===== src/rtl/north_buffer_reader.sv =====
// north_buffer_reader
// Read-side sequencer for the weight-stationary North buffer. Sweeps read
// addresses 0..COL_X-1 once per pass for num_passes passes. It captures the
// 1-cycle-latency read data into a shift-register skid FIFO and presents it as
// a valid/ready stream. Each beat carries pass-end and job-end tags.
//
// Ports:
//   clk, rst_n        clock, synchronous active-low reset
//   start, num_passes job request (sampled only in IDLE)
//   busy, done        job in progress / one-cycle completion pulse
//   rd_en, rd_addr    buffer read port (registered)
//   rd_dout           buffer read data, valid one cycle after rd_en
//   out_valid, out_ready, out_data, out_last, out_job_last  output stream
module north_buffer_reader #(
  parameter int unsigned DATA_WIDTH = 128,
  parameter int unsigned COL_X      = 16,
  parameter int unsigned ADDR_WIDTH = $clog2(COL_X),
  parameter int unsigned PASS_WIDTH = 8,
  parameter int unsigned SKID_DEPTH = 3
) (
  input  logic                  clk,
  input  logic                  rst_n,
  input  logic                  start,
  input  logic [PASS_WIDTH-1:0] num_passes,
  output logic                  busy,
  output logic                  done,
  output logic                  rd_en,
  output logic [ADDR_WIDTH-1:0] rd_addr,
  input  logic [DATA_WIDTH-1:0] rd_dout,
  output logic                  out_valid,
  input  logic                  out_ready,
  output logic [DATA_WIDTH-1:0] out_data,
  output logic                  out_last,
  output logic                  out_job_last
);

  localparam int unsigned CNT_W = $clog2(SKID_DEPTH + 1);
  // Holds FIFO occupancy plus up to two reads in flight.
  localparam int unsigned SUM_W = $clog2(SKID_DEPTH + 3);
  localparam logic [ADDR_WIDTH-1:0] LAST_ADDR = ADDR_WIDTH'(COL_X - 1);

  typedef struct packed {
    logic [DATA_WIDTH-1:0] data;
    logic                  last;
    logic                  job_last;
  } entry_t;

  typedef enum logic [1:0] {
    IDLE  = 2'd0,
    ISSUE = 2'd1,
    DRAIN = 2'd2,
    DONE  = 2'd3
  } state_t;

  state_t                state_q, state_d;
  logic [PASS_WIDTH-1:0] passes_q, passes_d;
  logic [PASS_WIDTH-1:0] pass_q, pass_d;
  logic [ADDR_WIDTH-1:0] addr_q, addr_d;
  logic                  busy_d, done_d, rd_en_d;
  logic [ADDR_WIDTH-1:0] rd_addr_d;

  // Tags travel alongside the read through the 1-cycle buffer latency.
  logic                  iss_last_q, iss_last_d;
  logic                  iss_job_last_q, iss_job_last_d;
  logic                  dv_q, dv_last_q, dv_job_last_q;

  entry_t                mem_q [SKID_DEPTH];
  entry_t                mem_d [SKID_DEPTH];
  logic [CNT_W-1:0]      cnt_q, cnt_d, cnt_after_pop;
  logic                  out_valid_d;

  logic                  pop, push;
  entry_t                push_entry;
  logic [SUM_W-1:0]      credit_sum;
  logic                  credit_ok;

  logic                  issue;
  logic [ADDR_WIDTH-1:0] iss_addr;
  logic [PASS_WIDTH-1:0] iss_pass;
  logic [PASS_WIDTH-1:0] iss_total;

  // Head of the shift-register FIFO is a flop, so the stream outputs are too.
  assign out_data     = mem_q[0].data;
  assign out_last     = mem_q[0].last;
  assign out_job_last = mem_q[0].job_last;

  assign pop  = out_valid & out_ready;
  assign push = dv_q;

  // Credit: occupancy + reads in flight - pop must leave room for one more.
  assign credit_sum = SUM_W'(cnt_q) + SUM_W'(rd_en) + SUM_W'(dv_q) - SUM_W'(pop);
  assign credit_ok  = credit_sum < SUM_W'(SKID_DEPTH);

  // Skid FIFO next state: shift on pop, then append behind the survivors.
  always_comb begin
    push_entry.data     = rd_dout;
    push_entry.last     = dv_last_q;
    push_entry.job_last = dv_job_last_q;
    cnt_after_pop       = cnt_q - CNT_W'(pop);
    for (int unsigned i = 0; i < SKID_DEPTH; i++) begin
      mem_d[i] = mem_q[i];
    end
    if (pop) begin
      for (int unsigned i = 0; i + 1 < SKID_DEPTH; i++) begin
        mem_d[i] = mem_q[i + 1];
      end
      mem_d[SKID_DEPTH-1] = '0;
    end
    if (push) begin
      for (int unsigned i = 0; i < SKID_DEPTH; i++) begin
        if (CNT_W'(i) == cnt_after_pop) begin
          mem_d[i] = push_entry;
        end
      end
    end
    cnt_d       = cnt_after_pop + CNT_W'(push);
    out_valid_d = (cnt_d != '0);
  end

  // Job FSM and read issue.
  always_comb begin
    state_d        = state_q;
    passes_d       = passes_q;
    pass_d         = pass_q;
    addr_d         = addr_q;
    busy_d         = busy;
    done_d         = 1'b0;
    rd_en_d        = 1'b0;
    rd_addr_d      = rd_addr;
    iss_last_d     = 1'b0;
    iss_job_last_d = 1'b0;
    issue          = 1'b0;
    iss_addr       = addr_q;
    iss_pass       = pass_q;
    iss_total      = passes_q;

    case (state_q)
      IDLE: begin
        busy_d = 1'b0;
        if (start) begin
          if (num_passes != '0) begin
            // FIFO is empty in IDLE, so the first read never lacks credit.
            passes_d  = num_passes;
            iss_addr  = '0;
            iss_pass  = '0;
            iss_total = num_passes;
            issue     = 1'b1;
          end else begin
            state_d = DONE;
          end
        end
      end
      ISSUE: begin
        issue = credit_ok;
      end
      DRAIN: begin
        // The job-last beat is the final one, so accepting it empties the pipe.
        if (pop && out_job_last) begin
          state_d = DONE;
          done_d  = 1'b1;
          busy_d  = 1'b0;
        end
      end
      DONE: begin
        busy_d = 1'b0;
        // Entered with done already high after a drain; a zero-pass job
        // arrives with done low and spends one more cycle raising it.
        if (done) begin
          state_d = IDLE;
        end else begin
          done_d = 1'b1;
        end
      end
      default: begin
        state_d = IDLE;
      end
    endcase

    if (issue) begin
      rd_en_d        = 1'b1;
      rd_addr_d      = iss_addr;
      busy_d         = 1'b1;
      iss_last_d     = (iss_addr == LAST_ADDR);
      iss_job_last_d = iss_last_d && (iss_pass == iss_total - PASS_WIDTH'(1));
      if (iss_last_d) begin
        addr_d = '0;
        pass_d = iss_pass + PASS_WIDTH'(1);
      end else begin
        addr_d = iss_addr + ADDR_WIDTH'(1);
        pass_d = iss_pass;
      end
      state_d = iss_job_last_d ? DRAIN : ISSUE;
    end
  end

  // State, counters, read pipeline and FIFO storage.
  always_ff @(posedge clk) begin
    if (!rst_n) begin
      state_q        <= IDLE;
      passes_q       <= '0;
      pass_q         <= '0;
      addr_q         <= '0;
      busy           <= 1'b0;
      done           <= 1'b0;
      rd_en          <= 1'b0;
      rd_addr        <= '0;
      iss_last_q     <= 1'b0;
      iss_job_last_q <= 1'b0;
      dv_q           <= 1'b0;
      dv_last_q      <= 1'b0;
      dv_job_last_q  <= 1'b0;
      cnt_q          <= '0;
      out_valid      <= 1'b0;
      for (int unsigned i = 0; i < SKID_DEPTH; i++) begin
        mem_q[i] <= '0;
      end
    end else begin
      state_q        <= state_d;
      passes_q       <= passes_d;
      pass_q         <= pass_d;
      addr_q         <= addr_d;
      busy           <= busy_d;
      done           <= done_d;
      rd_en          <= rd_en_d;
      rd_addr        <= rd_addr_d;
      iss_last_q     <= iss_last_d;
      iss_job_last_q <= iss_job_last_d;
      dv_q           <= rd_en;
      dv_last_q      <= iss_last_q;
      dv_job_last_q  <= iss_job_last_q;
      cnt_q          <= cnt_d;
      out_valid      <= out_valid_d;
      for (int unsigned i = 0; i < SKID_DEPTH; i++) begin
        mem_q[i] <= mem_d[i];
      end
    end
  end

endmodule


===== config.mk =====
export PLATFORM = sky130hd
export DESIGN_NAME = north_buffer_reader
export DESIGN_NICKNAME = d
export VERILOG_FILES = /design/src/rtl/north_buffer_reader.sv
export SDC_FILE = /design/constraint.sdc
export NUM_CORES = 1
export LEC_CHECK = 0
export CAP_MARGIN = 25
export CELL_PAD_IN_SITES_DETAIL_PLACEMENT = 1
export CELL_PAD_IN_SITES_GLOBAL_PLACEMENT = 2
export CORE_MARGIN = 2
export CORE_UTILIZATION = 40
export CTS_BUF_LIST = sky130_fd_sc_hd__clkbuf_2 sky130_fd_sc_hd__clkbuf_4 sky130_fd_sc_hd__clkbuf_8
export CTS_CLUSTER_DIAMETER = 120
export DETAILED_ROUTE_END_ITERATION = 8
export DONT_BUFFER_PORTS = 1
export PLACE_DENSITY_LB_ADDON = 0.1
export SETUP_SLACK_MARGIN = 0.3
export SYNTH_ARGS = -nofsm -noshare
export SYNTH_HDL_FRONTEND = slang
export SYNTH_SLANG_ARGS = --single-unit
export TNS_END_PERCENT = 1

===== constraint.sdc =====
create_clock -name clk -period 11.5 [get_ports clk]
set_clock_uncertainty 0.1 [all_clocks]
set_input_delay 1.725 -clock clk [delete_from_list [all_inputs] [get_ports clk]]
set_output_delay 1.725 -clock clk [all_outputs]
set_load 0.03 [all_outputs]

==> summary.md <==
| Metric | Value |
|---|---|
| Via/cell ratio | 5.66 |
| Nets | 2332 |
| Inserted Diodes | 0 |
| RSZ-0062 raised after global routing | no |
| Core area | 46400 um^2 |
| FP Rows | 79 |
| Worst r2r src | out_valid$_SDFF_PN0_ |
| CP Launch Type | input port |
| Worst-path cell chain | nand2_4, inv_8, ha_1, fa_1, fa_1, xnor2_1, o211ai_1, nor2_1, nand4b_1, nor4_1, nand4_1, and3_1 |
| CTS tree | built |
| Hold Fails Final Rpt | 0 |
| First-pass DRT Iterations | 5 |
| Post-CTS sizing | 0 |
| DRT antenna net count | 0 |
| Root Buffer Master | clkbuf_8 |
| Post-Syn Instances | 2418 |
| Initial Utilization | 0.403 |
| Worst reg-to-reg path cell count | 12 |
| Final period utilization | 0.457 |
| R2r endpoint | state_q[0]$_SDFFE_PN0P_ |
| Top cell type by total area after synthesis | dfxtp_1 |
| Syn. warnings | 0 |
| Vert. Die Dim | 220 um |
| PD cells | 225 nW/um^2 |
| Netlist Area Pre-Place | 18700 um^2 |
| CP max stage delay | 0.65 ns |
| Layout area overhead | 5.07% |
| Synth Net Count | 2570 |
| Sequential cell area fraction in the yosys report | 0.457 |
| Top-area cell type share of the netlist area | 0.457 |
| CP max stage cell | inv_8 |
| FFs w/ async S/R, synth | 0 |
| CP endpoint kind | flop |
| CTS max path bufs | 3 |
| Sink Count | 427 |
| RD Place Congestion | 0.792 |
| Clk_lat worst skew | 0.65 ns |
| Largest net degree at the start of global routing | 208 |
| Max-cap violations | 0 |
| Die footprint | 48500 um^2 |
| Final setup viols | 0 |
| Initial antenna violation count | 0 |
| Tightest Hold Check Type | flop to flop |
| Worst IR Drop VDD | 134 uV |
| Synth unique cells | 55 |
| FF-to-FF setup slack | 6.63 ns |
| Syn avg cell area | 7.74 um^2 |
| Pre-CTS setup slack | 5.48 ns |
| Via count | 16100 |
| Most frequent CP cell | fa_1 |
| Worst setup path class | input port to flop |
| Worst-margin pin slew | 1.06 ns |
| CP required | 11.93 ns |
| Worst Setup SP | out_ready |
| First-pass GRT wire length | 87.3 mm |
| Synth Flop Type | dfxtp_1 |
| Fill cells | 5590 |
| Die X | 220 um |
| CP endpoint | state_q[0]$_SDFFE_PN0P_ |
| Final wirelength | 54.9 mm |
| Initial DRC count | 927 |
| Cts bufs inserted | 78 |
| Vias in the first global route | 16300 |
| All-layer global routing usage | 0.222 |
| Most frequent cells in the layout | nand2_1, dfxtp_1, nor2_1, a311oi_1, a21oi_1 |
| Max Freq | 190 MHz |
| CTS H-Tree Depth | 3 |
| Crit path time final | 5.25 ns |
| Crit-path max FO | 104 |
| Yosys reg bits | 427 |
| Crit path arrival time | 5.68 ns |
| Wire per inst | 19.3 um |
| Worst rel slew slack | 0.295 |
| Hpwl dp | 32.2 mm |
| Cts hold-fix bufs | 0 |
| Commonest non-fill, non-tap cell in the layout | nand2_1 |
| Total congestion overflow | 0 |
| LEAKAGE | 6.32 nW |
| Residual DRC | 0 |
| Reg clk slew, reported paths | 0.06 ns |
| Setup bufs post-CTS | 0 |
| Port Buf Inserts | 0 |
| Ranking of synthesized cells by area | dfxtp_1, nand2_1, a311oi_1 |
| Final-report max-slew violation count | 0 |
| EDFF count, synth | 0 |
| Layout cells sized above 1 | 0.0765 |
| Hold Path Depth | 2 |
| Status | complete, no violations |
| Io pins | 278 |
| PnR worst setup slack | 6.25 ns |
| Final TNS setup | 0 ns |
[area by class of cell]
| type | instances | area, um^2 | area share |
|---|---|---|---|
| Multi-Input combinational cell | 1642 | 8410 | 0.428 |
| Sequential cell | 427 | 8550 | 0.435 |
| Timing Repair Buffer | 20 | 255 | 0.0130 |
| Tap cell | 607 | 759 | 0.0386 |
| Clock buffer | 129 | 1580 | 0.0805 |
| Inverter | 11 | 56.3 | 0.00286 |
| Clock inverter | 6 | 40.0 | 0.00204 |
[layer usage]
| metal | global-route usage | up-vias | part of all wire |
|---|---|---|---|
| met1 | 0.274 | 7974 | 0.44 |
| met2 | 0.370 | 305 | 0.47 |
| met3 | 0.0575 | 72 | 0.059 |
| met4 | 0.0870 | 0 | 0.027 |
| met5 | 0 | - | 0 |
| li1 | - | 7746 | - |
[registers in the layout, summed over array words and instances (netlist names)]
| register | flops |
|---|---|
| state_q | 2 |
| rd_addr | 4 |
| rd_en | 1 |
| busy | 1 |
| out_valid | 1 |
| iss_last_q | 1 |
| mem_q | 390 |
| dv_last_q | 1 |
| iss_job_last_q | 1 |
| pass_q | 8 |
| passes_q | 8 |
| cnt_q | 2 |
| done | 1 |
| dv_q | 1 |
| addr_q | 4 |
| dv_job_last_q | 1 |
[power breakdown]
group	internal (mW)	leakage, nW	switching (mW)
sequential	1.69	3.46	0.388
combinational	0.261	2.00	0.578
clock	0.863	0.868	0.648
total	2.81	6.32	1.62
[worst min path at each step]
stage / startpoint / to / slack [ns]
floorplan: iss_job_last_q$_SDFF_PN0_ / dv_job_last_q$_SDFF_PN0_ / 0.31
global placement: mem_q[0][369]$_SDFF_PN0_ / mem_q[0][369]$_SDFF_PN0_ / 0.35
detailed placement: mem_q[0][377]$_SDFF_PN0_ / mem_q[0][377]$_SDFF_PN0_ / 0.36
CTS: mem_q[0][279]$_SDFF_PN0_ / mem_q[0][149]$_SDFF_PN0_ / 0.35
global route: iss_job_last_q$_SDFF_PN0_ / dv_job_last_q$_SDFF_PN0_ / 0.37
finish: mem_q[0][279]$_SDFF_PN0_ / mem_q[0][149]$_SDFF_PN0_ / 0.36
[cell usage after synthesis, types with 4 or more instances]
master    count
buf_1         4
nor3_1        6
dfxtp_1     427
xnor2_1       6
inv_1        10
a311oi_1    260
ha_1         10
and2_1        9
clkbuf_1    205
a21oi_1     154
xor2_1       10
nand2_1     678
nor2_1      288
nand3_1     143
buf_4       129
o211ai_1      5
o21ai_0      11
[cells by family (layout without fill, tap and decap cells)]
group	count (synthesis)	in the layout	synth area share
AND/OR/NAND/NOR	1150	1150	0.247
AO/OA/AOI/OAI	462	462	0.183
flip-flops	427	427	0.457
buffers and inverters	349	166	0.0959
XOR/XNOR	16	16	0.00749
adder cells (fa/ha/maj)	12	12	0.00883
multiplexers	2	2	0.00107
[critical path: cells and delay by family]
family          cells  cell delay, ns
compound gates      1            0.36
simple gates        6            1.48
fa+ha+maj           3            1.18
xor+xnor            1            0.20
buf+inv             1            0.65
[per-stage QoR]
stage / hold WS, ns / cell area [um^2] / std cells / power (mW) / util
finish: 0.363 / 19700 / 2842 / 4.43 / 0.424
global route: 0.371 / 19700 / 2842 / 4.69 / 0.424
CTS: 0.353 / 19600 / 2839 / 4.49 / 0.422
detailed placement: 0.359 / 18000 / 2704 / 2.95 / 0.387
global placement: 0.353 / 17900 / 2702 / 2.92 / 0.386
floorplan: 0.312 / 18700 / 2418 / 2.83 / -
Power figures use the tool's default switching activity.
